### src/rtl/input_buffer_12_if.sv
// input_buffer_12_if: flit handshake and status bundle between upstream link, buffer and routing stage
interface input_buffer_12_if #(
  parameter int DATASIZE = 40,
  parameter int WIDTH = 3
);
  logic [DATASIZE-1:0] data_in;
  logic valid_in;
  logic ready_out;
  logic [DATASIZE-1:0] data_out;
  logic valid_out;
  logic rc_ready;
  logic [WIDTH:0] pressure_out;
  logic almost_full;
  logic proto_err;
  modport master (
    output data_in, valid_in, rc_ready,
    input ready_out, data_out, valid_out, pressure_out, almost_full, proto_err
  );
  modport slave (
    input data_in, valid_in, rc_ready,
    output ready_out, data_out, valid_out, pressure_out, almost_full, proto_err
  );
endinterface

### src/rtl/input_buffer_12.sv
// input_buffer_12: first-word-fall-through flit FIFO with congestion pressure, almost-full flag and packet-sequence checking
// ports: rc_clk; rst (async, active-high); bus.slave carries data_in/valid_in/ready_out upstream, data_out/valid_out/rc_ready downstream, pressure_out/almost_full/proto_err status
module input_buffer_12 #(
  parameter int DEPTH = 8,
  parameter int WIDTH = 3,
  parameter int DATASIZE = 40
) (
  input logic rc_clk,
  input logic rst,
  input_buffer_12_if.slave bus
);
  typedef enum logic {IDLE, IN_PKT} state_t;
  state_t st, st_nx;
  logic [DATASIZE-1:0] mem [DEPTH];
  logic [WIDTH-1:0] wr_ptr, rd_ptr;
  logic [WIDTH:0] count, count_nx;
  logic [1:0] ty;
  logic wr, rd, err, af, pe;
  assign bus.ready_out = count != (WIDTH+1)'(DEPTH);
  assign bus.valid_out = count != '0;
  assign bus.data_out = mem[rd_ptr];
  assign bus.pressure_out = count;
  assign bus.almost_full = af;
  assign bus.proto_err = pe;
  assign wr = bus.valid_in && bus.ready_out;
  assign rd = bus.valid_out && bus.rc_ready;
  // packet checker looks at the flit leaving the FIFO: 00 single, 01 head, 10 body, 11 tail
  always_comb begin
    ty = bus.data_out[DATASIZE-1 -: 2];
    count_nx = count + (WIDTH+1)'(wr) - (WIDTH+1)'(rd);
    st_nx = st == IDLE ? (ty == 2'b01 ? IN_PKT : IDLE) : (ty == 2'b11 ? IDLE : IN_PKT);
    err = st == IDLE ? ty[1] : !ty[1];
  end
  always_ff @(posedge rc_clk or posedge rst)
    if (rst) begin
      wr_ptr <= '0;
      rd_ptr <= '0;
      count <= '0;
      af <= 1'b0;
      pe <= 1'b0;
      st <= IDLE;
    end else begin
      count <= count_nx;
      af <= count_nx >= (WIDTH+1)'(DEPTH-2);
      if (wr) wr_ptr <= wr_ptr + WIDTH'(1);
      if (rd) begin
        rd_ptr <= rd_ptr + WIDTH'(1);
        st <= st_nx;
        pe <= pe | err;
      end
    end
  // storage is deliberately left out of reset
  always_ff @(posedge rc_clk)
    if (wr) mem[wr_ptr] <= bus.data_in;
endmodule

### src/flat_wrapper.sv
// flat-port wrapper written by rule: the top's interface ports become plain ports
module input_buffer_12_flat 
#(
  parameter int DEPTH = 8,
  parameter int WIDTH = 3,
  parameter int DATASIZE = 40
)
  (rc_clk, rst, bus_data_in, bus_valid_in, bus_rc_ready, bus_ready_out, bus_data_out, bus_valid_out, bus_pressure_out, bus_almost_full, bus_proto_err);
  input_buffer_12_if #(.DATASIZE(DATASIZE), .WIDTH(WIDTH)) bus_i ();
  input logic rc_clk;
  input logic rst;
  input wire logic [$bits(bus_i.data_in)-1:0] bus_data_in;
  input wire logic [$bits(bus_i.valid_in)-1:0] bus_valid_in;
  input wire logic [$bits(bus_i.rc_ready)-1:0] bus_rc_ready;
  output wire logic [$bits(bus_i.ready_out)-1:0] bus_ready_out;
  output wire logic [$bits(bus_i.data_out)-1:0] bus_data_out;
  output wire logic [$bits(bus_i.valid_out)-1:0] bus_valid_out;
  output wire logic [$bits(bus_i.pressure_out)-1:0] bus_pressure_out;
  output wire logic [$bits(bus_i.almost_full)-1:0] bus_almost_full;
  output wire logic [$bits(bus_i.proto_err)-1:0] bus_proto_err;
  assign bus_i.data_in = bus_data_in;
  assign bus_i.valid_in = bus_valid_in;
  assign bus_i.rc_ready = bus_rc_ready;
  assign bus_ready_out = bus_i.ready_out;
  assign bus_data_out = bus_i.data_out;
  assign bus_valid_out = bus_i.valid_out;
  assign bus_pressure_out = bus_i.pressure_out;
  assign bus_almost_full = bus_i.almost_full;
  assign bus_proto_err = bus_i.proto_err;
  input_buffer_12 #(.DEPTH(DEPTH), .WIDTH(WIDTH), .DATASIZE(DATASIZE)) u_core (.rc_clk(rc_clk), .rst(rst), .bus(bus_i));
endmodule
### config.mk
export PLATFORM = sky130hd
export DESIGN_NAME = input_buffer_12_flat
export DESIGN_NICKNAME = d
export VERILOG_FILES = /design/src/rtl/input_buffer_12_if.sv /design/src/rtl/input_buffer_12.sv /design/src/flat_wrapper.sv
export SDC_FILE = /design/constraint.sdc
export NUM_CORES = 1
export LEC_CHECK = 0
export ABC_CLOCK_PERIOD_IN_PS = 5700
export BUFFER_PORTS_ARGS = -buffer_cell sky130_fd_sc_hd__buf_4
export CORE_MARGIN = 3
export CORE_UTILIZATION = 35
export DETAILED_ROUTE_END_ITERATION = 8
export PLACE_DENSITY = 0.54
export SKIP_LAST_GASP = 1
export SYNTH_ARGS = -nofsm -noshare
export SYNTH_HDL_FRONTEND = slang
export SYNTH_SLANG_ARGS = --single-unit
export TNS_END_PERCENT = 30
### constraint.sdc
create_clock -name rc_clk -period 5.7 [get_ports rc_clk]
set_clock_uncertainty 0.05 [all_clocks]
set_input_delay 0.285 -clock rc_clk [delete_from_list [all_inputs] [get_ports rc_clk]]
set_output_delay 0.285 -clock rc_clk [all_outputs]
set_load 0.01 [all_outputs]
## After elaboration in Yosys (flattened, before gate mapping)

Memories as Yosys holds them, arrays and structs flattened.
Index checks and enable logic that the tools add are counted.

| storage, ports and cells | value |
|---|---|
| register bits | 13 |
| bits in writable memories | 320 |
| output and inout port bits | 48 |
| word-level logic and storage cells | 26 |
| memories | 1 |

| operators by class | value |
|---|---|
| $add $sub $neg | 4 |
| $lt $le $gt $ge | 1 |
| equality and inequality tests | 3 |
| muxes and demuxes | 6 |
| bitwise gates (word level) | 1 |
| reduce and logical (&&, ||, !) cells | 4 |

Memory list:

| memory | words | bits a word | rd ports | clocked after Yosys merged registers in | wr ports | line | text |
|---|---|---|---|---|---|---|---|
| u_core.mem | 8 | 40 | 1 | 0 | 1 | input_buffer_12.sv:14 | `logic [DATASIZE-1:0] mem [DEPTH];` |

Operators by type and width:

| kind | count |
|---|---|
| 3-bit by 1-bit adder with 3-bit output, second input constant | 2 |
| 1-bit two-way mux | 6 |
| 4-bit by 1-bit adder with 4-bit output | 1 |
| 4-bit by 3-bit >= comparator with 1-bit output, second input constant | 1 |
| 4-bit != test, second input constant | 1 |
| 4-bit nonzero test | 1 |
| 4-bit by 1-bit subtractor with 4-bit output | 1 |
| 2-bit by 1-bit == test with 1-bit output, second input constant | 1 |
| 2-bit == test, second input constant | 1 |
| 1-bit logical AND | 2 |
| 1-bit logical NOT | 1 |
| 1-bit bitwise OR | 1 |

## Logic depth before layout (Yosys ltp)

| logic depth | value |
|---|---|
| depth after elaboration | 5 |
| mapped depth | 12 |

## Worst setup path before layout

No wires, ideal clock.

| timing path | value |
|---|---|
| path type | register to register |
| start | register u_core.count[2], in the netlist u_core.bus.pressure_out[2] |
| end | memory u_core.mem[0][0], enable pin |
| library setup time | 0.487 ns |
| data arrival time | 3.902 ns |
| data required time | 5.163 ns |
| slack | 1.261 ns |
| cell stages (with the launch flop) | 8 |
| clock period less this slack | 4.439 ns |
| cell sequence | dfrtp_1 -> inv_1 -> ha_1 -> or3b_1 -> nand2_1 -> inv_2 -> nand2b_1 -> nor3_1 |

| between the ends | value |
|---|---|
| longest elaborated chain between the ends | 4 |

RTL lines:

| what | line | text |
|---|---|---|
| start: declaration | input_buffer_12.sv:16 | `logic [WIDTH:0] count, count_nx;` |
| start signal: assignment | input_buffer_12.sv:43 | `count <= count_nx;` |
| 4-bit != test | input_buffer_12.sv:19 | `assign bus.ready_out = count != (WIDTH+1)'(DEPTH);` |
| via bus_ready_out | flat_wrapper.sv:15 | `output wire logic [$bits(bus_i.ready_out)-1:0] bus_ready_out;` |
| 1-bit logical AND | input_buffer_12.sv:25 | `assign wr = bus.valid_in && bus.ready_out;` |
| via u_core.wr | input_buffer_12.sv:18 | `logic wr, rd, err, af, pe;` |
| 1-bit two-way mux | input_buffer_12.sv:54 | `if (wr) mem[wr_ptr] <= bus.data_in;` |
| 1-bit two-way mux (not written as such) | input_buffer_12.sv:54 |  |
| end: declaration | input_buffer_12.sv:14 |  |

The timed path passes the listed nets, and every way through them passes these cells.

## Final worst setup path

| timing path | value |
|---|---|
| start | register u_core.rd_ptr[0] |
| end | output port bus_data_out[4] |

| between the ends | value |
|---|---|
| longest elaborated chain between the ends | 1 |

RTL lines:

| what | line | text |
|---|---|---|
| start: declaration | input_buffer_12.sv:15 | `logic [WIDTH-1:0] wr_ptr, rd_ptr;` |
| start signal: assignment | input_buffer_12.sv:47 | `rd_ptr <= rd_ptr + WIDTH'(1);` |
| memory 8 x 40 bit | - |  |
| end: declaration | flat_wrapper.sv:16 | `output wire logic [$bits(bus_i.data_out)-1:0] bus_data_out;` |

No other way between the ends.

==> results by group <==
GRT
  – Gr usage total: 0.133
  – Vias in the first global route: approximately 6,500
  – Grt ovf: 0
  – Initial antenna violation count: 0
  – First-pass GRT wire length: 39,300 um
  – Largest net degree at the start of global routing: 58

Critical path
  – Worst EP arrival: about 3200 ps
  – CP cell instances: buf_4 -> mux4_1 -> mux2_4 -> buf_4
  – Critical-path maximum fanout: 36
  – RR Startpoint: u_core.bus.pressure_out[2]
  – Slowest CP cell: dfrtp_4
  – CP startpoint: u_core.rd_ptr[0]
  – RR Endpoint: u_core.mem[0][39]
  – Worst Setup EP: bus_data_out[4]
  – Worst setup EP type: output pin
  – Largest stage delay, worst path: 890 ps
  – R2R cell count: 8
  – Slack of the worst reg-to-reg path: 2520 ps
  – CP Data Required Time: between 5000 and 6000 ps
  – Most common cell on crit path: buf_4
  – CP Launch Type: register
  – WS Path Type: reg2out

STA
  – Fmax: 0.283 GHz
  – RSZ-0062 raised after global routing: no
  – Final Setup Violations: 0
  – Worst slew margin: 0.338
  – Worst-margin pin slew: 988 ps
  – TNS Setup: 0 ps
  – Fraction of the cycle the final worst path needs: 0.620
  – Slew Limit Fails: 0
  – Tmin final: between 3000 and 4000 ps
  – Final hold violation count: 0
  – Worst Slack Setup Final: 2170 ps

Final layout
  – Fin area: 0.0158 sq mm
  – Multi-input logic area: 0.00278 sq mm
  – NumNets Final: approximately 740
  – Flip-flop and latch area: about 0.0099 sq mm
  – Most frequent cells in the layout: edfxtp_1 (320), buf_4 (102), mux4_2 (74)
  – Final core utilization: 0.439
  – Commonest non-fill, non-tap cell in the layout: edfxtp_1
  – Area delta synth->final: 22.6%
  – Fill cell count: roughly 3,100
  – # diodes: 0
  – Share of layout cells above drive strength 1: 0.402

Logic synthesis
  – Share of the yosys chip area belonging to registers: 0.772
  – Mapped Area: ~0.013 sq mm
  – Largest area contributor in the netlist: edfxtp_1
  – Synth top area share: 0.747
  – Gate Count Post-Synth: ~530
  – Mapped Nets: 585
  – Ys Warns: 0
  – Top post-synthesis cells by area: edfxtp_1 (75%), mux4_2 (13%), mux2_4 (3.0%)
  – Synthesized flop and latch total: between 300 and 400
  – Post-synth cell types: 28
  – Syn Area/Cell: approximately 24 sq um

Clocking
  – Clk Latency, worst-skew pair: 520 ps
  – Post_cts resized: 0
  – Clock-pin slew on the worst setup and hold paths: 60 ps
  – Cts hold-fix bufs: 41
  – CTS max path bufs: 3
  – CTS tree: yes
  – Clk sinks: around 330
  – Clock root cell: clkbuf_16
  – H-tree levels: 2
  – Post-CTS setup buffers: 0
  – CTS Buf Count: 36

Status
  – Run status: complete, no violations

Floorplanning
  – Core area: between 0.03 and 0.04 sq mm
  – IO Pins: 92
  – Die H: around 200 um
  – # rows: about 70
  – Starting density of the core: 0.358
  – Die Wd: between 150 and 200 um
  – DIE AREA: roughly 0.039 sq mm

Placement
  – Port Buffers: 91
  – Global placement routability congestion: around 0.69
  – Placement Setup Slack: 2440 ps
  – DP Wirelength: 14,000 um
  – Placed cell area: approximately 0.014 sq mm

Drt
  – Detailed Routing Iterations Pass 1: 4
  – DRC Markers: 0
  – Vias post-DR: between 5,000 and 6,000
  – Via density: 4.88
  – Final WL: 25,800 um
  – Final ANT Viol Nets: 0
  – Initial DRC count: 291
  – DR WL/cell: 21.9 um

Power
  – Max IR drop VDD: 0.332 mV
  – LEAKAGE: around 0.0054 uW
  – Cell Pwr Density: around 530 mW/mm^2

Run
  – Max-Cap Viols: 0

Min path
  – Hold WC Path Type: in2reg
cells in the mapped netlist (all sizes together):
library cell,count
fa,1
nor2,6
xor2,3
nor3,2
clkbuf,6
nand2b,3
nand2,11
mux4,80
ha,8
edfxtp,320
and2,1
mux2,41
inv,9
buf,18
a21o,3
or3b,2
xnor2,3
mux2i,1
a21oi,1
dfrtp,13
critical path: cells and delay by family, from the launching register on:
| kind | cells | cell delay, ps |
|---|---|---|
| buffers and inverters | 2 | 810 |
| multiplexers | 2 | 950 |
| flip-flops | 1 | 890 |
layer usage:
layer / share of wire / vias up / GRT usage
met5: 0 / - / 0
met4: 0.019 / 0 / 0.0333
met3: 0.039 / 35 / 0.0276
met2: 0.50 / 119 / 0.226
met1: 0.45 / 3051 / 0.178
li1: - / 2539 / -
stage by stage:
step	cells	total power (uW)	hold slack (ps)
floorplan	532	5030	112
global placement	1071	5940	291
detailed placement	1071	5980	313
CTS	1177	8460	45.1
global route	1177	8710	63.5
finish	1177	8290	52.3
power by group:
part | switching [uW] | internal (uW) | total (uW)
combinational | 1100 | 1360 | 2470
sequential | 302 | 3090 | 3390
clock | 908 | 1520 | 2430
worst min path at each step:
stage                            start                         end  slack (ps)  depth (start not counted)
after floorplan                    rst  asynchronous set/reset pin         110                          1
after global placement             rst  asynchronous set/reset pin         290                          2
after detailed placement           rst        u_core.bus.proto_err         310                          2
after CTS                 bus_valid_in            u_core.wr_ptr[0]          50                          4
after global routing      bus_valid_in            u_core.wr_ptr[0]          60                          4
final                     bus_valid_in            u_core.wr_ptr[0]          50                          4
registers in the layout, indices dropped and copies added (netlist names), named ones only:
register                 flops
u_core.mem                 320
u_core.bus.pressure_out      4
u_core.rd_ptr                3
u_core.wr_ptr                3
u_core.bus.almost_full       1
u_core.bus.proto_err         1
area by class of cell:
cell class / count / share of cell area
Clock buffer: 46 / 0.0660
Timing Repair Buffer: 143 / 0.0745
Sequential cell: 333 / 0.630
Inverter: 9 / 0.00214
Tap cell: 461 / 0.0365
Clock inverter: 19 / 0.0144
Multi-Input combinational cell: 166 / 0.176
cell families (layout without fill, tap and decap cells):
kind of cell | count (synthesis) | in the layout | synth area share
buffers and inverters | 33 | 217 | 0.0164
xor gates and xnor gates | 6 | 6 | 0.00408
AOI/OAI and AO/OA | 4 | 4 | 0.00214
muxes | 122 | 122 | 0.187
adders and majority gates | 9 | 9 | 0.00933
and+or+nand+nor | 25 | 25 | 0.00924
DFF | 333 | 333 | 0.772
Note: power is estimated with default switching activity, not from simulation.
